File: src/rtl/mux_n_pipe.sv
// NUM_IN-way select mux feeding a registered output stage with a 2-entry skid buffer.
// Illegal selects capture 0 and are reported through sel_err and a saturating err_cnt.
module mux_n_pipe #(
  parameter int N = 32,
  parameter int NUM_IN = 3,
  localparam int SEL_W = $clog2(NUM_IN)
) (
  input  logic                clk,
  input  logic                rst,
  input  logic                flush,
  input  logic [NUM_IN*N-1:0] in_data,
  input  logic [SEL_W-1:0]    in_sel,
  input  logic                in_valid,
  output logic                in_ready,
  output logic [N-1:0]        out_data,
  output logic                out_valid,
  input  logic                out_ready,
  output logic                sel_err,
  output logic [7:0]          err_cnt,
  output logic [1:0]          state_dbg
);

  // Handshake: a word moves on an interface only in a cycle where valid & ready are both
  // high at the rising edge; valid never waits for ready, and in_ready is purely registered.
  typedef enum logic [1:0] {
    EMPTY = 2'd0,
    ONE   = 2'd1,
    FULL  = 2'd2
  } state_t;

  state_t       state, state_next;
  logic [N-1:0] skid_data;
  logic [N-1:0] mux_data;
  logic         sel_illegal;
  logic         accept, deliver;
  logic         load_out, load_skid, out_from_skid;

  always_comb begin
    mux_data = '0;
    for (int k = 0; k < NUM_IN; k++) begin
      if (in_sel == SEL_W'(k)) mux_data = in_data[k*N +: N];
    end
  end

  assign sel_illegal = ({1'b0, in_sel} >= (SEL_W+1)'(NUM_IN));
  assign out_valid   = (state != EMPTY);
  assign accept      = in_valid & in_ready;
  assign deliver     = out_valid & out_ready;
  assign state_dbg   = state;

  always_comb begin
    state_next    = state;
    load_out      = 1'b0;
    load_skid     = 1'b0;
    out_from_skid = 1'b0;
    case (state)
      EMPTY: begin
        if (accept) begin
          state_next = ONE;
          load_out   = 1'b1;
        end
      end
      ONE: begin
        if (accept && deliver) begin
          load_out = 1'b1;
        end else if (accept) begin
          state_next = FULL;
          load_skid  = 1'b1;
        end else if (deliver) begin
          state_next = EMPTY;
        end
      end
      FULL: begin
        if (deliver) begin
          state_next    = ONE;
          out_from_skid = 1'b1;
        end
      end
      default: state_next = EMPTY;
    endcase
    // Flush overrides every transfer decided above.
    if (flush) begin
      state_next    = EMPTY;
      load_out      = 1'b0;
      load_skid     = 1'b0;
      out_from_skid = 1'b0;
    end
  end

  always_ff @(posedge clk) begin
    if (rst) begin
      state     <= EMPTY;
      out_data  <= '0;
      skid_data <= '0;
      in_ready  <= 1'b0;
      sel_err   <= 1'b0;
      err_cnt   <= 8'd0;
    end else begin
      state    <= state_next;
      in_ready <= (state_next != FULL);
      sel_err  <= accept & sel_illegal & ~flush;
      if (accept && sel_illegal && !flush && err_cnt != 8'hFF) err_cnt <= err_cnt + 8'd1;
      if (load_out) out_data <= mux_data;
      else if (out_from_skid) out_data <= skid_data;
      if (load_skid) skid_data <= mux_data;
    end
  end

endmodule

File: config.mk
export PLATFORM = sky130hd
export DESIGN_NAME = mux_n_pipe
export DESIGN_NICKNAME = d
export VERILOG_FILES = /design/src/rtl/mux_n_pipe.sv
export SDC_FILE = /design/constraint.sdc
export NUM_CORES = 1
export LEC_CHECK = 0
export CAP_MARGIN = 20
export CORE_MARGIN = 10
export CORE_UTILIZATION = 35
export DETAILED_ROUTE_END_ITERATION = 6
export DONT_BUFFER_PORTS = 1
export PLACE_DENSITY = 0.54
export SETUP_SLACK_MARGIN = 0.02
export SYNTH_ARGS = -nofsm -noshare
export SYNTH_HDL_FRONTEND = slang
export SYNTH_SLANG_ARGS = --single-unit
File: constraint.sdc
create_clock -name clk -period 5 [get_ports clk]
set_input_delay 0.5 -clock clk [delete_from_list [all_inputs] [get_ports clk]]
set_output_delay 0.5 -clock clk [all_outputs]
set_load 0.005 [all_outputs]
==> out/metrics.yaml, run 1 <==
power.leakage_nw: 1.332
cap_viol_max_count: 0
wl_met3_um: 1090
pwr-share-clk_pct: 45.9
fin_util_pct: 38.40
maxSlewViolCount: 0
power.switching_w: 0.0003098
layout_commonest_cell: "a211oi_1"
ant_nets: 0
required_ps: 5180
drive_above_1_share_pct: 9.828
tightest_slew_ps: 791.8
status: "finished clean"
holdCritPathClass: "input port to flop"
grt_pass1_wl_um: 17730
dp_slack_ps: 2884
critPathLaunchType: "flop"
cts_hold_buf: 0
synthesis.area_mm2: 0.003968
chipWidth_um: 126.5
remaining_drc_errors: 0
synth-edff-count: 0
synth_cell_types: 34
clock-root-buffer: "clkbuf_16"
critPathMaxFanout: 64
fin_ws_ps: 2887
critPathCaptureType: "flop"
core_mm2: 0.01098
path_cells: "nor2b_1 > or4_2 > buf_4 > a211oi_2 > a211oi_1"
place_congestion: 0.7512
num_io_pins: 148
routed_wl_um: 11110
area_growth_pct: 6.307
via_count: 3165
grt_overflow_total: 0
comb_power_share_pct: 7.1
die_area_mm2: 0.01599
max-clock-path-buffers: 2
num_rows: 38
ys.flop_type: "dfxtp_1"
dr_wl_met2_um: 5407
drtPass1Iterations: 4
cts_resized: 0
switching_share_pct: 22.89
nNetsFinal: 506
timing.slew.headroom_pct: 47.22
slowest_stage: "or4_2"
p_int_w: 0.001044
pwr-share-seq_pct: 47.1
place_area_mm2: 0.003935
ir_worst_vdd_v: 0.0002381
clock.fmax_mhz: 473.3
final.setup.tns_ps: 0
final_cell_area_mm2: 0.004218
async_flop_share_pct: 0
grt_usage_pct: 13.58
grt_antenna_before_repair: 0
setup_violations: 0
syn_nets: 534
final_cell_mix: "82 x a211oi_1, 76 x dfxtp_1, 72 x nor2_1"
synth_seq_area_share_pct: 38.35
path_class: "flop to flop"
cts_buffers: 9
slowest_delay_ps: 600
portBuffers: 0
clkLatencyLatePin_ps: 330
wl_per_cell_um: 20.31
cp.arrival_ps: 2290
fin_worst_skew_ps: 3.538
cts_setup_buffers: 0
die_h_um: 126.5
cts_tree: "built"
grt_setup_unrepaired: "false"
grt_max_degree: 80
start_util_pct: 36.12
ys_seq_elements: 76
h-tree-depth: 3
powerDensity_mw_per_mm2: 320.9
drtIter0Drc: 94
clock-sinks: 76
syn_avg_cell_area_um2: 9.227
fin_crit_ps: 2113
clk_pin_slew_ps: 60
via_per_inst: 5.786
hold_viol_final: 0
grt_pass1_vias: 3150
synth_warnings: 0
diodes: 0
top_layer: "met4"
syn_inst: 430
dp_hpwl_um: 7453
fin_crit_sh_pct: 42.25
wl_met1_um: 4482
[metrics by stage]
stage | hold WS (ps) | std cells | total power [W]
final | 234.0 | 547 | 0.001353
after global routing | 220.7 | 547 | 0.001421
after CTS | 218.2 | 547 | 0.001379
after detailed placement | 485.4 | 531 | 0.0007477
after global placement | 481.1 | 531 | 0.0007446
after floorplan | 476.9 | 430 | 0.0007502
[power by group through the flow]
stage | clock [W] | sequential, W | combinational [W]
2_1_floorplan | 0 | 0.000644 | 0.000106
3_3_place_gp | 0 | 0.000651 | 0.0000941
3_5_place_dp | 0 | 0.000651 | 0.0000970
4_1_cts | 0.000644 | 0.000638 | 0.0000973
5_1_grt | 0.000673 | 0.000639 | 0.000109
6_report | 0.000621 | 0.000637 | 0.0000957
[Yosys cell counts, types with 4 or more instances]
cell | n | share of area [%]
clkbuf_1 | 15 | 1.4
nor2_1 | 72 | 6.8
nor3_1 | 4 | 0.50
mux2i_1 | 67 | 17
buf_1 | 4 | 0.38
buf_6 | 7 | 2.0
a211oi_1 | 82 | 16
nand3_1 | 4 | 0.50
dfxtp_1 | 76 | 38
a211oi_2 | 15 | 4.7
a21oi_1 | 34 | 4.3
buf_2 | 12 | 1.5
nor2b_1 | 5 | 0.79
buf_4 | 4 | 0.76
[critical path: cells and delay by family, from the launching register on]
family / cells / cell delay [ps]
buffers and inverters: 1 / 330
AND/OR/NAND/NOR: 2 / 780
flip-flops: 1 / 370
AO/OA/AOI/OAI: 2 / 380
[area by class of cell]
| type | count | area [um^2] |
|---|---|---|
| tap | 140 | 175.2 |
| clock buffer | 15 | 277.8 |
| fill | 1118 | 6765 |
| inverter | 1 | 3.754 |
| sequential | 76 | 1521 |
| multi-input combinational | 310 | 2205 |
| timing repair buffer | 4 | 30.03 |
| clock inverter | 1 | 5.005 |
[worst paths after layout]
path | from | to | slack, ps | cells past startpoint
max | state_dbg[0]$_SDFF_PP0_ | out_data[23]$_SDFFE_PP0P_ | 2890 | 5
min | rst | in_ready$_SDFF_PP0_ | 230 | 1
max reg2reg | state_dbg[0]$_SDFF_PP0_ | out_data[23]$_SDFFE_PP0P_ | 2890 | 5
min reg2reg | skid_data[12]$_SDFFE_PP0P_ | skid_data[12]$_SDFFE_PP0P_ | 500 | 2
[cell families after synthesis]
kind of cell	count (synthesis)	share of synthesized area, %
compound gates	138	25.92
simple gates	101	11.38
flops	76	38.35
mux	69	17.47
buf+inv	44	6.339
xor+xnor	1	0.2208
fa+ha+maj	1	0.3153
[layer usage]
| layer | track usage [%] | vias up |
|---|---|---|
| li1 | - | 1560 |
| met4 | 4.220 | 0 |
| met1 | 14.99 | 1501 |
| met2 | 22.27 | 95 |
| met5 | 0 | - |
| met3 | 6.914 | 9 |
[flip-flops by register name (all words and copies together), names as in the netlist]
signal and flops:
err_cnt 8, in_ready 1, out_data 32, sel_err 1, skid_data 32, state_dbg 2
(Power assumes the default switching activity.)
==> run 2: changes to the inputs <==
PLACE_DENSITY = 0.56   (was 0.54)
clock period = 1.8 ns   (was 5 ns; I/O delays follow)
==> out/metrics.yaml, run 2 (synthesis gave the netlist of run 1 again) <==
portBuffers: 0  # unchanged
power.leakage_nw: 1.473  # was 1.332 nW
clk_pin_slew_ps: 60  # about the same
power.switching_w: 0.0009180  # was 0.0003098 W
grt_antenna_before_repair: 0  # unchanged
maxSlewViolCount: 0  # unchanged
fin_util_pct: 40.90  # was 38.40%
cts_buffers: 9  # unchanged
clkLatencyLatePin_ps: 330  # about the same
num_rows: 38  # unchanged
critPathLaunchType: "flop"  # unchanged
drive_above_1_share_pct: 12.97  # was 9.828%
clock.fmax_mhz: 613.7  # was 473.3 MHz
place_congestion: 0.7603  # was 0.7512
timing.slew.headroom_pct: 70.60  # was 47.22%
path_class: "flop to flop"  # unchanged
pwr-share-seq_pct: 44.7  # was 47.1%
powerDensity_mw_per_mm2: 878.6  # was 320.9 mW/mm^2
die_area_mm2: 0.01599  # unchanged
cap_viol_max_count: 0  # unchanged
num_io_pins: 148  # unchanged
cts_setup_buffers: 0  # unchanged
clock-sinks: 76  # unchanged
grt_pass1_vias: 3353  # was 3,150
clock-root-buffer: "clkbuf_16"  # unchanged
holdCritPathClass: "input port to flop"  # unchanged
routed_wl_um: 11700  # was 11,110 um
required_ps: 2070  # was 5180 ps
max-clock-path-buffers: 2  # unchanged
diodes: 0  # unchanged
p_int_w: 0.003028  # was 0.001044 W
ir_worst_vdd_v: 0.0005964  # was 0.0002381 V
start_util_pct: 36.12  # unchanged
drtIter0Drc: 219  # was 94
via_count: 3243  # was 3,165
comb_power_share_pct: 8.6  # was 7.1%
wl_per_cell_um: 20.75  # was 20.31 um
layout_commonest_cell: "a211oi_1"  # unchanged
fill_cells: 1097  # was 1,118
fin_crit_ps: 1630  # was 2113 ps
switching_share_pct: 23.26  # was 22.89%
cp.arrival_ps: 1900  # was 2290 ps
status: "finished clean"  # unchanged
via_per_inst: 5.750  # was 5.786
cts_tree: "built"  # unchanged
core_mm2: 0.01098  # unchanged
chipWidth_um: 126.5  # unchanged
grt_setup_unrepaired: "false"  # unchanged
dp_hpwl_um: 7632  # was 7453 um
grt_pass1_wl_um: 18640  # was 17,730 um
critPathCaptureType: "flop"  # unchanged
top_regs: "out_data (32), skid_data (32), err_cnt (8)"  # unchanged
grt_max_degree: 72  # was 80
final.setup.tns_ps: 0  # unchanged
fin_worst_skew_ps: 5.180  # was 3.538 ps
grt_overflow_total: 0  # unchanged
hold_viol_final: 0  # unchanged
fin_crit_sh_pct: 90.53  # was 42.25%
ant_nets: 0  # unchanged
critPathMaxFanout: 7  # was 64
h-tree-depth: 3  # unchanged
tightest_slew_ps: 439.9  # was 791.8 ps
nNetsFinal: 523  # was 506
area_growth_pct: 13.21  # was 6.307%
setup_violations: 0  # unchanged
grt_usage_pct: 14.12  # was 13.58%
die_h_um: 126.5  # unchanged
pwr-share-clk_pct: 46.7  # was 45.9%
remaining_drc_errors: 0  # unchanged
final_cell_mix: "82 x a211oi_1, 76 x dfxtp_1, 72 x nor2_1"  # unchanged
drtPass1Iterations: 4  # unchanged
==> run 2: cell types whose count changed in the layout (fill, tap and decap cells not counted), moves of 2 or more <==
cell           delta
clkbuf_1          -2
buf_4             +5
dlygate4sd3_1     +4
buf_12            +5
==> run 2: metrics by stage <==
stage | cells | worst slack (ps) | instance area, um^2 | total power (W) | hold WS, ps
floorplan | 430 | 168.4 | 3968 | 0.002084 | 258.7
global placement | 542 | 36.16 | 4080 | 0.002084 | 259.3
detailed placement | 542 | 7.106 | 4080 | 0.002093 | 262.0
CTS | 564 | 165.9 | 4491 | 0.004019 | 15.16
global route | 564 | 77.22 | 4492 | 0.004126 | 25.27
finish | 564 | 170.5 | 4492 | 0.003946 | 33.53
==> run 2: layout make-up <==
| type | instances | area, um^2 | area share, % |
|---|---|---|---|
| repair buffers | 21 | 279.0 | 6.212 |
| clock inverters | 4 | 47.55 | 1.058 |
| clock buffers | 12 | 256.5 | 5.710 |
| flip-flops and latches | 76 | 1521 | 33.87 |
| inverters | 1 | 3.754 | 0.08357 |
| well taps | 140 | 175.2 | 3.900 |
| multi-input cells | 310 | 2208 | 49.16 |
==> run 2: power by group through the flow <==
stage | combinational [W] | clock [W] | sequential (W)
3_3_place_gp | 0.000280 | 0 | 0.00180
6_report | 0.000340 | 0.00184 | 0.00177
2_1_floorplan | 0.000294 | 0 | 0.00179
5_1_grt | 0.000381 | 0.00197 | 0.00177
4_1_cts | 0.000342 | 0.00191 | 0.00177
3_5_place_dp | 0.000289 | 0 | 0.00180
==> run 2: path summary, 6_finish.rpt <==
path / start / to / slack (ps) / cells past startpoint
hold reg to reg: skid_data[8]$_SDFFE_PP0P_ / skid_data[8]$_SDFFE_PP0P_ / 500 / 2
setup reg to reg: state_dbg[1]$_SDFF_PP0_ / state_dbg[1]$_SDFF_PP0_ / 170 / 5
hold / removal: rst / err_cnt[1]$_SDFFE_PP0P_ / 30 / 2
setup / recovery: state_dbg[1]$_SDFF_PP0_ / state_dbg[1]$_SDFF_PP0_ / 170 / 5
==> run 2: metal layers <==
metal  wire length [um]  global-route usage [%]  vias up
met1               5097                   16.43     1535
met3               1085                   6.206       14
met4                127                   3.885        0
met5                  0                       0        -
li1                   -                       -     1586
met2               5391                   23.06      108
==> run 2: what timing repair did <==
| item | CTS | global route |
|---|---|---|
| endpoints found under the hold margin | 72 | 0 |
| setup endpoints to repair | 13 | 1 |
| cloned | 1 | 0 |
| pin swaps | 0 | 0 |
| gates resized for setup | 2 | 1 |
| hold buffers | 5 | 0 |
==> run 2: critical path, cell delays in order, from the launching register on <==
cell           delay [ps]
dfxtp_1               320
buf_4                 160
and3b_1               260
mux2i_1               110
nor4_1                150
dlygate4sd3_1         580
==> run 3: changes to the inputs <==
CTS_BUF_LIST = sky130_fd_sc_hd__clkbuf_16   (was unset)
PLACE_DENSITY = unset   (was 0.56)
==> out/metrics.yaml, run 3 (synthesis gave the netlist of run 1 again) <==
dp_hpwl_um: 7630  # was 7632 um
place_inst: 542  # unchanged
ant_nets: 0  # unchanged
clkLatencyLatePin_ps: 340  # was 330 ps
die_h_um: 126.5  # unchanged
power.leakage_nw: 1.440  # was 1.473 nW
grt_pass1_vias: 3167  # was 3,353
chipWidth_um: 126.5  # unchanged
place_congestion: 0.7784  # was 0.7603
hold_path_startpoint: "rst"  # unchanged
critPathTopFamily: "buffers and inverters"  # unchanged
crit_buf_inv: 2  # unchanged
cts_tree: "built"  # unchanged
maxSlewViolCount: 0  # unchanged
routed_wl_um: 11380  # was 11,700 um
slowest_stage: "dlygate4sd3_1"  # unchanged
critPathMaxFanout: 7  # unchanged
worstRegToRegCells: 6  # was 5
slowest_delay_ps: 550  # was 580 ps
tightest_slew_ps: 484.9  # was 439.9 ps
portBuffers: 0  # unchanged
r2r-start: "state_dbg[1]$_SDFF_PP0_"  # unchanged
timing.slew.headroom_pct: 66.84  # was 70.60%
final_cell_area_mm2: 0.004404  # was 0.004492 mm^2
die_area_mm2: 0.01599  # unchanged
top_regs: "out_data (32), skid_data (32), err_cnt (8)"  # unchanged
path_cells: "buf_4 > and3b_2 > a21oi_1 > o22a_1 > nor3_2 > dlygate4sd3_1"  # was buf_4 > and3b_1 > mux2i_1 > nor4_1 > dlygate4sd3_1
drtIter0Drc: 149  # was 219
via_per_inst: 5.819  # was 5.750
grt_max_degree: 71  # was 72
place_area_mm2: 0.004068  # was 0.004080 mm^2
grt_antenna_before_repair: 0  # unchanged
drive_above_1_share_pct: 12.29  # was 12.97%
wl_per_cell_um: 20.21  # was 20.75 um
max-clock-path-buffers: 2  # unchanged
crit_cells: 6  # was 5
cts_buffers: 9  # unchanged
num_io_pins: 148  # unchanged
clock.fmax_mhz: 599.8  # was 613.7 MHz
powerDensity_mw_per_mm2: 834.9  # was 878.6 mW/mm^2
start_util_pct: 36.12  # unchanged
cap_viol_max_count: 0  # unchanged
drtPass1Iterations: 4  # unchanged
critPathCaptureType: "flop"  # unchanged
grt_usage_pct: 13.47  # was 14.12%
whs_path_depth: 2  # unchanged
cp-startpoint: "state_dbg[1]$_SDFF_PP0_"  # unchanged
final_cell_count_no_fill: 563  # was 564
core_mm2: 0.01098  # unchanged
via_count: 3276  # was 3,243
remaining_drc_errors: 0  # unchanged
final_cell_mix: "82 x a211oi_1, 76 x dfxtp_1, 72 x nor2_1"  # unchanged
cp.arrival_ps: 1890  # was 1900 ps
status: "finished clean"  # unchanged
clock-sinks: 76  # unchanged
hold_viol_final: 0  # unchanged
area_growth_pct: 11.01  # was 13.21%
nNetsFinal: 523  # unchanged
grt_pass1_wl_um: 17420  # was 18,640 um
num_rows: 38  # unchanged
setup_violations: 0  # unchanged
required_ps: 2020  # was 2070 ps
grt_overflow_total: 0  # unchanged
clock-root-buffer: "clkbuf_16"  # unchanged
clk_pin_slew_ps: 60  # about the same
critPathLaunchType: "flop"  # unchanged
grt_setup_unrepaired: "false"  # unchanged
path_class: "flop to flop"  # unchanged
fin_worst_skew_ps: 3.763  # was 5.180 ps
h-tree-depth: 3  # unchanged
holdCritPathClass: "input port to flop"  # unchanged
fin_crit_ps: 1667  # was 1630 ps
layout_commonest_cell: "a211oi_1"  # unchanged
fin_crit_sh_pct: 92.63  # was 90.53%
ir_worst_vdd_v: 0.0003964  # was 0.0005964 V
diodes: 0  # unchanged
cts_setup_buffers: 0  # unchanged
fill_cells: 1103  # was 1,097
hold_ws_ps: 18.17  # was 33.53 ps
==> run 3: cell count changes in the layout (fill, tap and decap cells not counted), sizes merged <==
cell,delta
dlygate4sd3,+1
bufinv,-1
clkinvlp,-1
inv,+2
clkinv,+2
bufbuf,-1
clkbuf,-3
==> run 3: through the flow <==
step / total power, W / utilization (%) / TNS [ps] / setup WS [ps]
after floorplan: 0.002084 / - / 0 / 168.4
after global placement: 0.002080 / 37.04 / 0 / 55.20
after detailed placement: 0.002092 / 37.04 / -5.209 / -5.209
after CTS: 0.003726 / 40.04 / 0 / 116.0
after global routing: 0.003845 / 40.10 / 0 / 30.37
final: 0.003677 / 40.10 / 0 / 132.7
==> run 3: final timing paths <==
path	end	slack (ps)
max reg2reg	state_dbg[0]$_SDFF_PP0_	130
max	state_dbg[0]$_SDFF_PP0_	130
min reg2reg	skid_data[2]$_SDFFE_PP0P_	500
min	err_cnt[1]$_SDFFE_PP0P_	20
==> run 3: power by group <==
group	switching [W]	internal [W]	total [W]
clock network	0.000685	0.000900	0.00158
logic	0.000178	0.000148	0.000326
registers	0.0000378	0.00173	0.00177
==> run 3: worst reg2reg max path, cell delays in order, from the launching register on <==
cell	delay, ps
dfxtp_1	320
buf_4	150
and3b_2	230
a21oi_1	120
o22a_1	150
nor3_2	40
dlygate4sd3_1	550
==> run 3: area by class of cell <==
| cell class | count | area, um^2 | area share [%] |
|---|---|---|---|
| repair buffers | 21 | 240.2 | 5.455 |
| inverters | 1 | 3.754 | 0.08523 |
| clock buffers | 9 | 225.2 | 5.114 |
| multi-input cells | 310 | 2213 | 50.26 |
| flip-flops and latches | 76 | 1521 | 34.55 |
| well taps | 140 | 175.2 | 3.977 |
| clock inverters | 6 | 25.02 | 0.5682 |
==> run 3: routing by layer <==
layer	up-vias	wire length, um	global-route usage, %
li1	1595	-	-
met3	12	982	5.498
met2	101	5565	21.69
met4	0	177	5.559
met5	-	0	0
met1	1568	4651	15.48
==> run 3: repair_timing <==
action / 4_1_cts / 5_1_grt
hold endpoints to repair: 72 / 0
resized for setup: 1 / 2
pin swaps: 0 / 1
setup endpoints to repair: 5 / 1
hold buffers: 6 / 0
